## src/rtl/alu_result_stage.sv

```systemverilog
// ALU result select stage: captures the op_sel-chosen unit result into a 2-entry skid buffer.
// Optional zero flag (out_zero) enabled with macro ALU_ZERO_FLAG_EN.
module alu_result_stage #(
    parameter int unsigned WIDTH = 32
) (
    input  logic             clk,
    input  logic             rst,
    input  logic             in_valid,
    output logic             in_ready,
    input  logic [1:0]       op_sel,
    input  logic [WIDTH-1:0] and_res,
    input  logic [WIDTH-1:0] or_res,
    input  logic [WIDTH-1:0] xor_res,
    input  logic [WIDTH-1:0] add_res,
    output logic             out_valid,
    input  logic             out_ready,
    output logic [WIDTH-1:0] out_result
`ifdef ALU_ZERO_FLAG_EN
    ,
    output logic             out_zero
`endif
);

    // Each stored entry carries its zero flag in the MSB when the flag is enabled.
`ifdef ALU_ZERO_FLAG_EN
    localparam int unsigned EW = WIDTH + 1;
`else
    localparam int unsigned EW = WIDTH;
`endif

    typedef enum logic [1:0] {
        EMPTY = 2'd0,
        ONE   = 2'd1,
        TWO   = 2'd2
    } state_t;

    state_t           state_q;
    logic             in_ready_q;
    logic             out_valid_q;
    logic [EW-1:0]    main_q;
    logic [EW-1:0]    skid_q;
    logic [WIDTH-1:0] res_d;
    logic [EW-1:0]    entry_d;
    logic             in_fire;
    logic             out_fire;

    always_comb begin
        res_d = '0;
        case (op_sel)
            2'b00:   res_d = and_res;
            2'b01:   res_d = or_res;
            2'b10:   res_d = xor_res;
            default: res_d = add_res;
        endcase
    end

`ifdef ALU_ZERO_FLAG_EN
    assign entry_d  = {(res_d == '0), res_d};
    assign out_zero = main_q[WIDTH];
`else
    assign entry_d  = res_d;
`endif

    assign in_fire    = in_valid && in_ready_q;
    assign out_fire   = out_valid_q && out_ready;
    assign in_ready   = in_ready_q;
    assign out_valid  = out_valid_q;
    assign out_result = main_q[WIDTH-1:0];

    always_ff @(posedge clk) begin
        if (rst) begin
            state_q     <= EMPTY;
            in_ready_q  <= 1'b1;
            out_valid_q <= 1'b0;
            main_q      <= '0;
            skid_q      <= '0;
        end else begin
            case (state_q)
                EMPTY: begin
                    if (in_fire) begin
                        main_q      <= entry_d;
                        out_valid_q <= 1'b1;
                        state_q     <= ONE;
                    end
                end
                ONE: begin
                    case ({in_fire, out_fire})
                        2'b10: begin
                            skid_q     <= entry_d;
                            in_ready_q <= 1'b0;
                            state_q    <= TWO;
                        end
                        2'b01: begin
                            out_valid_q <= 1'b0;
                            state_q     <= EMPTY;
                        end
                        2'b11: main_q <= entry_d;
                        default: ;
                    endcase
                end
                TWO: begin
                    if (out_fire) begin
                        main_q     <= skid_q;
                        in_ready_q <= 1'b1;
                        state_q    <= ONE;
                    end
                end
                default: begin
                    state_q     <= EMPTY;
                    in_ready_q  <= 1'b1;
                    out_valid_q <= 1'b0;
                end
            endcase
        end
    end

endmodule

```

## config.mk

```make
export PLATFORM = sky130hd
export DESIGN_NAME = alu_result_stage
export DESIGN_NICKNAME = d
export VERILOG_FILES = /design/src/rtl/alu_result_stage.sv
export SDC_FILE = /design/constraint.sdc
export NUM_CORES = 1
export LEC_CHECK = 0
export CORE_ASPECT_RATIO = 1.1
export CORE_MARGIN = 2
export CORE_UTILIZATION = 30
export CTS_CLUSTER_DIAMETER = 40
export CTS_CLUSTER_SIZE = 25
export DETAILED_ROUTE_END_ITERATION = 10
export PLACE_DENSITY = 0.6
export SKIP_CTS_REPAIR_TIMING = 1
export SLEW_MARGIN = 20
export SYNTH_ARGS = -nofsm -noshare
export SYNTH_HDL_FRONTEND = slang
export SYNTH_SLANG_ARGS = --single-unit
export TNS_END_PERCENT = 50
```

## constraint.sdc

```tcl
create_clock -name clk -period 3.6 [get_ports clk]
set_clock_uncertainty 0.15 [all_clocks]
set_input_delay 0.72 -clock clk [delete_from_list [all_inputs] [get_ports clk]]
set_output_delay 0.72 -clock clk [all_outputs]
set_load 0.1 [all_outputs]
```

=== After elaboration in Yosys (flattened, before gate mapping) ===
Index checks and enable logic that the tools add are counted.

* Eq/ne operators: 13
* Mux-type cells: 15
* Bitwise logic cells: 2
* Reductions and logical operators: 10

{| class="wikitable"
|+ Operator list
! cell !! number
|-
| 32-bit case mux with 3 select lines || 2
|-
| 32-bit two-way mux || 3
|-
| 3-bit AND reduction || 3
|-
| 2-bit == test (second input constant) || 4
|-
| 2-bit by 1-bit == test with 1-bit output (second input constant) || 3
|-
| 2-bit != test (second input constant) || 3
|-
| 1-bit case mux with 3 select lines || 2
|-
| 2-bit case mux with 3 select lines || 1
|-
| 2-bit zero test || 2
|-
| 1-bit two-way mux || 4
|-
| 2-bit two-way mux || 2
|-
| 2-bit by 1-bit != test with 1-bit output (second input constant) || 2
|-
| 2-bit case mux with 2 select lines || 1
|-
| 4-bit AND reduction || 1
|-
| 3-bit by 2-bit != test with 1-bit output (second input constant) || 1
|-
| 3-bit nonzero test || 1
|-
| 1-bit logical AND || 2
|-
| 1-bit NOT || 2
|-
| 2-bit AND reduction || 1
|}

* Register bits after elaboration: 68
* Input bits: 134
* Output and inout bits: 34

=== Longest topological paths before layout ===
* Word-level depth: 4
* Depth in mapped cells: 6
* Gate-level depth less buffers: 4

=== Worst setup path after synthesis ===
OpenSTA, ideal clock, no wires.

* Path kind: reg2reg
* From: register out_valid_q (netlist: out_valid)
* To: register skid_q[10]
* Library setup time: 0.128 ns
* Arrival time: 2.088 ns
* Path slack: 1.234 ns
* Stages on the path, launching flop included: 6
* Path buffers: 1
* Clock period less this slack: 2.366 ns
* Cells stage by stage: dfxtp_1 nand2_1 nand4_1 buf_2 mux2i_1 nor2_1

* Word-level cells in the longest chain between the ends: 3

{| class="wikitable"
|+ Ends and longest elaborated chain
! element !! RTL line !! RTL
|-
| start, declared || 39 || <nowiki>logic out_valid_q;</nowiki>
|-
| start signal, assigned || 74 || <nowiki>out_valid_q <= 1'b0;</nowiki>
|-
| start signal, assigned || 82 || <nowiki>out_valid_q <= 1'b1;</nowiki>
|-
| start signal, assigned || 94 || <nowiki>out_valid_q <= 1'b0;</nowiki>
|-
| 1-bit logical AND || 65 || <nowiki>assign out_fire = out_valid_q && out_ready;</nowiki>
|-
| 2-bit == test || 87 || <nowiki>case ({in_fire, out_fire})</nowiki>
|-
| 2-bit AND reduction (no line) || n/a ||
|-
| end signal, assigned || 89 || <nowiki>skid_q <= entry_d;</nowiki>
|-
| end, declared || 41 || <nowiki>logic [EW-1:0] skid_q;</nowiki>
|}

Every way passes these cells.
A chain may end at the register's enable or synchronous reset.

=== Final worst setup path ===
* From: register main_q[17] (netlist: out_result[17])
* To: output port out_result[17]

{| class="wikitable"
|+ RTL lines
! element !! RTL line !! RTL
|-
| start, declared || 40 || <nowiki>logic [EW-1:0] main_q;</nowiki>
|-
| start signal, assigned || 81 || <nowiki>main_q <= entry_d;</nowiki>
|-
| start signal, assigned || 97 || <nowiki>2'b11: main_q <= entry_d;</nowiki>
|-
| start signal, assigned || 103 || <nowiki>main_q <= skid_q;</nowiki>
|-
| end, declared || 17 || <nowiki>output logic [WIDTH-1:0] out_result</nowiki>
|}

No word-level cell between the ends.

==> flow_summary.toml <==
[sta]
final_hold_vios = 0
setup_total_negative_slack_ps = 0
finalWorstPathRequiredPeriod_ps = 2660
worst_slew_pin_slew_ps = 991
finalSetupViolations = 0
max_freq_ghz = 0.375
worst_hold_slack_ps = 329
slew_violations = 0
period_share_pct = 74.0
worst_slew_margin_rel_pct = 33.7
postLayoutSetupSlackWorst_ps = 936
unrepaired_setup_endpoints_after_global_routing = "no"

[power]
switching_power_mw = 1.01
comb_power_share_pct = 36.9
power.share.switching_pct = 36.6
clock_power_share_pct = 31.1
static-leakage-power_nw = 2.24
power_density_nw_per_um2 = 501
power.internal_mw = 1.75
post_layout_total_power_mw = 2.76
max_rail_drop_vdd_uv = 250
seqPwrFrac_pct = 32.0

[layout]
layout_common_cells = "sky130_fd_sc_hd__clkdlybuf4s50_1, sky130_fd_sc_hd__nand2_1, sky130_fd_sc_hd__dfxtp_1, sky130_fd_sc_hd__nor2_1"
fraction_of_final_layout_cells_sized_beyond_drive_strength_1_pct = 14.9
layout.cells.non_filler = 655
insertedDiodeCount = 0
fill_cells = 1103
stdcell_area_um2 = 5500
area_growth_syn_to_layout_pct = 58.7
final_nets = 635
final_common_cell = "sky130_fd_sc_hd__clkdlybuf4s50_1"
utilization_pct = 48.3

[clock_network]
clkLatencyLatePin_ps = 320
cts_root_buffer = "sky130_fd_sc_hd__clkbuf_16"
tritoncts.num_buffers = 9
cts.clk_slew.worst_paths_ps = 60
tritoncts_clock_tree = "yes"
clock_tree.buffer_depth = 2
cts_sinks = 68
cts.htree.levels = 3

[hold_path]
hold_path_depth = 2
worstHoldPathType = "register to register"
timing.hold.worst_endpoint = "out_result[28]"
hp-start = "skid_q[28]"

[synth]
synth_flop_cell = "sky130_fd_sc_hd__dfxtp_1"
post_synth_instance_area_um2 = 3470
synth-edff-count = 0
synth.lib_cells_used.distinct = 23
synth_seq_cells = 68
ys_seq_area_share_pct = 39.2
syn-mean-instance-area_um2 = 9.91
synthesis.nets = 484
yosys_warnings = 0
asyncSetResetFlopFracSynth_pct = 0
netlist_instances = 350

[flow_run]
maxCapViolations = 0

[critical_path]
highest_delay_cell_along_the_critical_path = "sky130_fd_sc_hd__clkdlybuf4s50_1"
critical_path.startpoint = "out_result[17]"
crit_buf_inv = 1
rrSetupSlack_ps = 1480
critPathCaptureType = "output pin"
worstRegToRegCells = 5
worst-endpoint-required_ps = 2730
worstPathCellList = "clkdlybuf4s50_1"
critical_register_to_register_path_startpoint = "state_q[1]"
cp_data_arrival_time_ps = 1790
capture_point_of_the_worst_reg_to_reg_path = "skid_q[25]"
timing.critical_path.fanout_max = 2
criticalPathCategory = "register to output pin"
worst_path_dominant_cell_family = "buffers and inverters"
timing.critical_path.from_type = "register"
critical_path.max_stage_delay_ps = 1150

[outcome]
outcome = "finished, final reports clean"

[placed_design]
buffer_ports.inserted = 167
post_placement_cell_area_um2 = 5210
place_worst_setup_slack_ps = 642
dp.cells = 640
place_hpwl_um = 7280
gp_congestion = 0.737

[global_routing]
grt_util_met2_pct = 30.0
groute.usage.overall_pct = 15.9
number_of_global_route_vias_before_repair = 3375
met3_track_demand_over_resource_pct = 3.32
antenna_found_initial = 0
grt_util_met1_pct = 18.3
wire_length_of_the_first_global_routing_pass_um = 15900
gr-total-overflow = 0
grt_max_degree = 69
grt-busiest-layer = "met2"

[drt]
drt_pass1_iterations = 4
vias = 3253
routedWlPerCell_um = 15.1
vias_per_cell = 4.97
post-route-drc-count = 0
wl_um = 9900
detailed_route_iter0_violations = 90
drtAntennaViolNets = 0

[die]
std_cell_rows = 41
start_util_pct = 30.5
die_h_um = 117
placeableCoreArea_um2 = 11400
boundaryPins = 168
die_width_um = 107
die_area_um2 = 12400
-- cells by family (layout without fill, tap and decap cells) --
| kind of cell | count (synthesis) | in the layout | synth area share, % |
|---|---|---|---|
| simple gates | 144 | 144 | 16.6 |
| compound gates | 40 | 40 | 9.70 |
| flops | 68 | 68 | 39.2 |
| mux | 64 | 64 | 30.0 |
| buf+inv | 34 | 189 | 4.44 |
-- how the worst max path moves through the flow --
| stage | to | slack (ps) | depth (start not counted) |
|---|---|---|---|
| after floorplan | skid_q[10] | 1230 | 5 |
| after global placement | skid_q[22] | 690 | 6 |
| after detailed placement | skid_q[25] | 640 | 6 |
| after CTS | out_result[17] | 920 | 1 |
| after global routing | skid_q[1] | 790 | 6 |
| final | out_result[17] | 940 | 1 |
-- layer usage --
metal | routed length [um] | share of wire (%)
met4 | 87 | 0.88
met3 | 585 | 5.9
met1 | 4120 | 42
met2 | 5110 | 52
met5 | 0 | 0
-- synth_stat cells, drive strengths merged, types with 2 or more instances --
| library cell | n | area share [%] |
|---|---|---|
| dfxtp | 68 | 39 |
| nand2 | 68 | 7.4 |
| nor2 | 65 | 7.0 |
| a311oi | 32 | 8.1 |
| mux2i | 32 | 9.2 |
| mux4 | 32 | 21 |
| buf | 17 | 2.6 |
| clkbuf | 17 | 1.8 |
| a21oi | 3 | 0.43 |
| nand2b | 2 | 0.36 |
| nand4 | 2 | 0.36 |
| nor2b | 2 | 0.36 |
| o21bai | 2 | 0.43 |
-- worst min-delay path: stages, from the launching register on --
cell and delay, ps:
sky130_fd_sc_hd__dfxtp_1 310, sky130_fd_sc_hd__nand2_1 50, sky130_fd_sc_hd__a311oi_1 70
-- area by class of cell --
cell class              count  area (um2)  area share [%]
clock buffers              11         243            4.41
well taps                 150         188            3.41
clock inverters             4        50.0           0.910
repair buffers            174        1690            30.7
multi-input cells         248        1970            35.8
flip-flops and latches     68        1360            24.7
-- power groups by stage --
| stage | registers (mW) | logic [mW] | clock network [mW] |
|---|---|---|---|
| 6_report | 0.883 | 1.02 | 0.858 |
| 5_1_grt | 0.893 | 1.07 | 0.911 |
| 4_1_cts | 0.883 | 1.03 | 0.877 |
| 3_5_place_dp | 0.898 | 1.03 | 0 |
| 3_3_place_gp | 0.895 | 1.01 | 0 |
| 2_1_floorplan | 1.30 | 0.295 | 0 |
-- state kept, by name, summed over array words and instances, names as in the netlist --
| signal | count |
|---|---|
| out_result | 32 |
| skid_q | 32 |
| state_q | 2 |
| in_ready | 1 |
| out_valid | 1 |
Note: power is estimated with default switching activity, not from simulation.
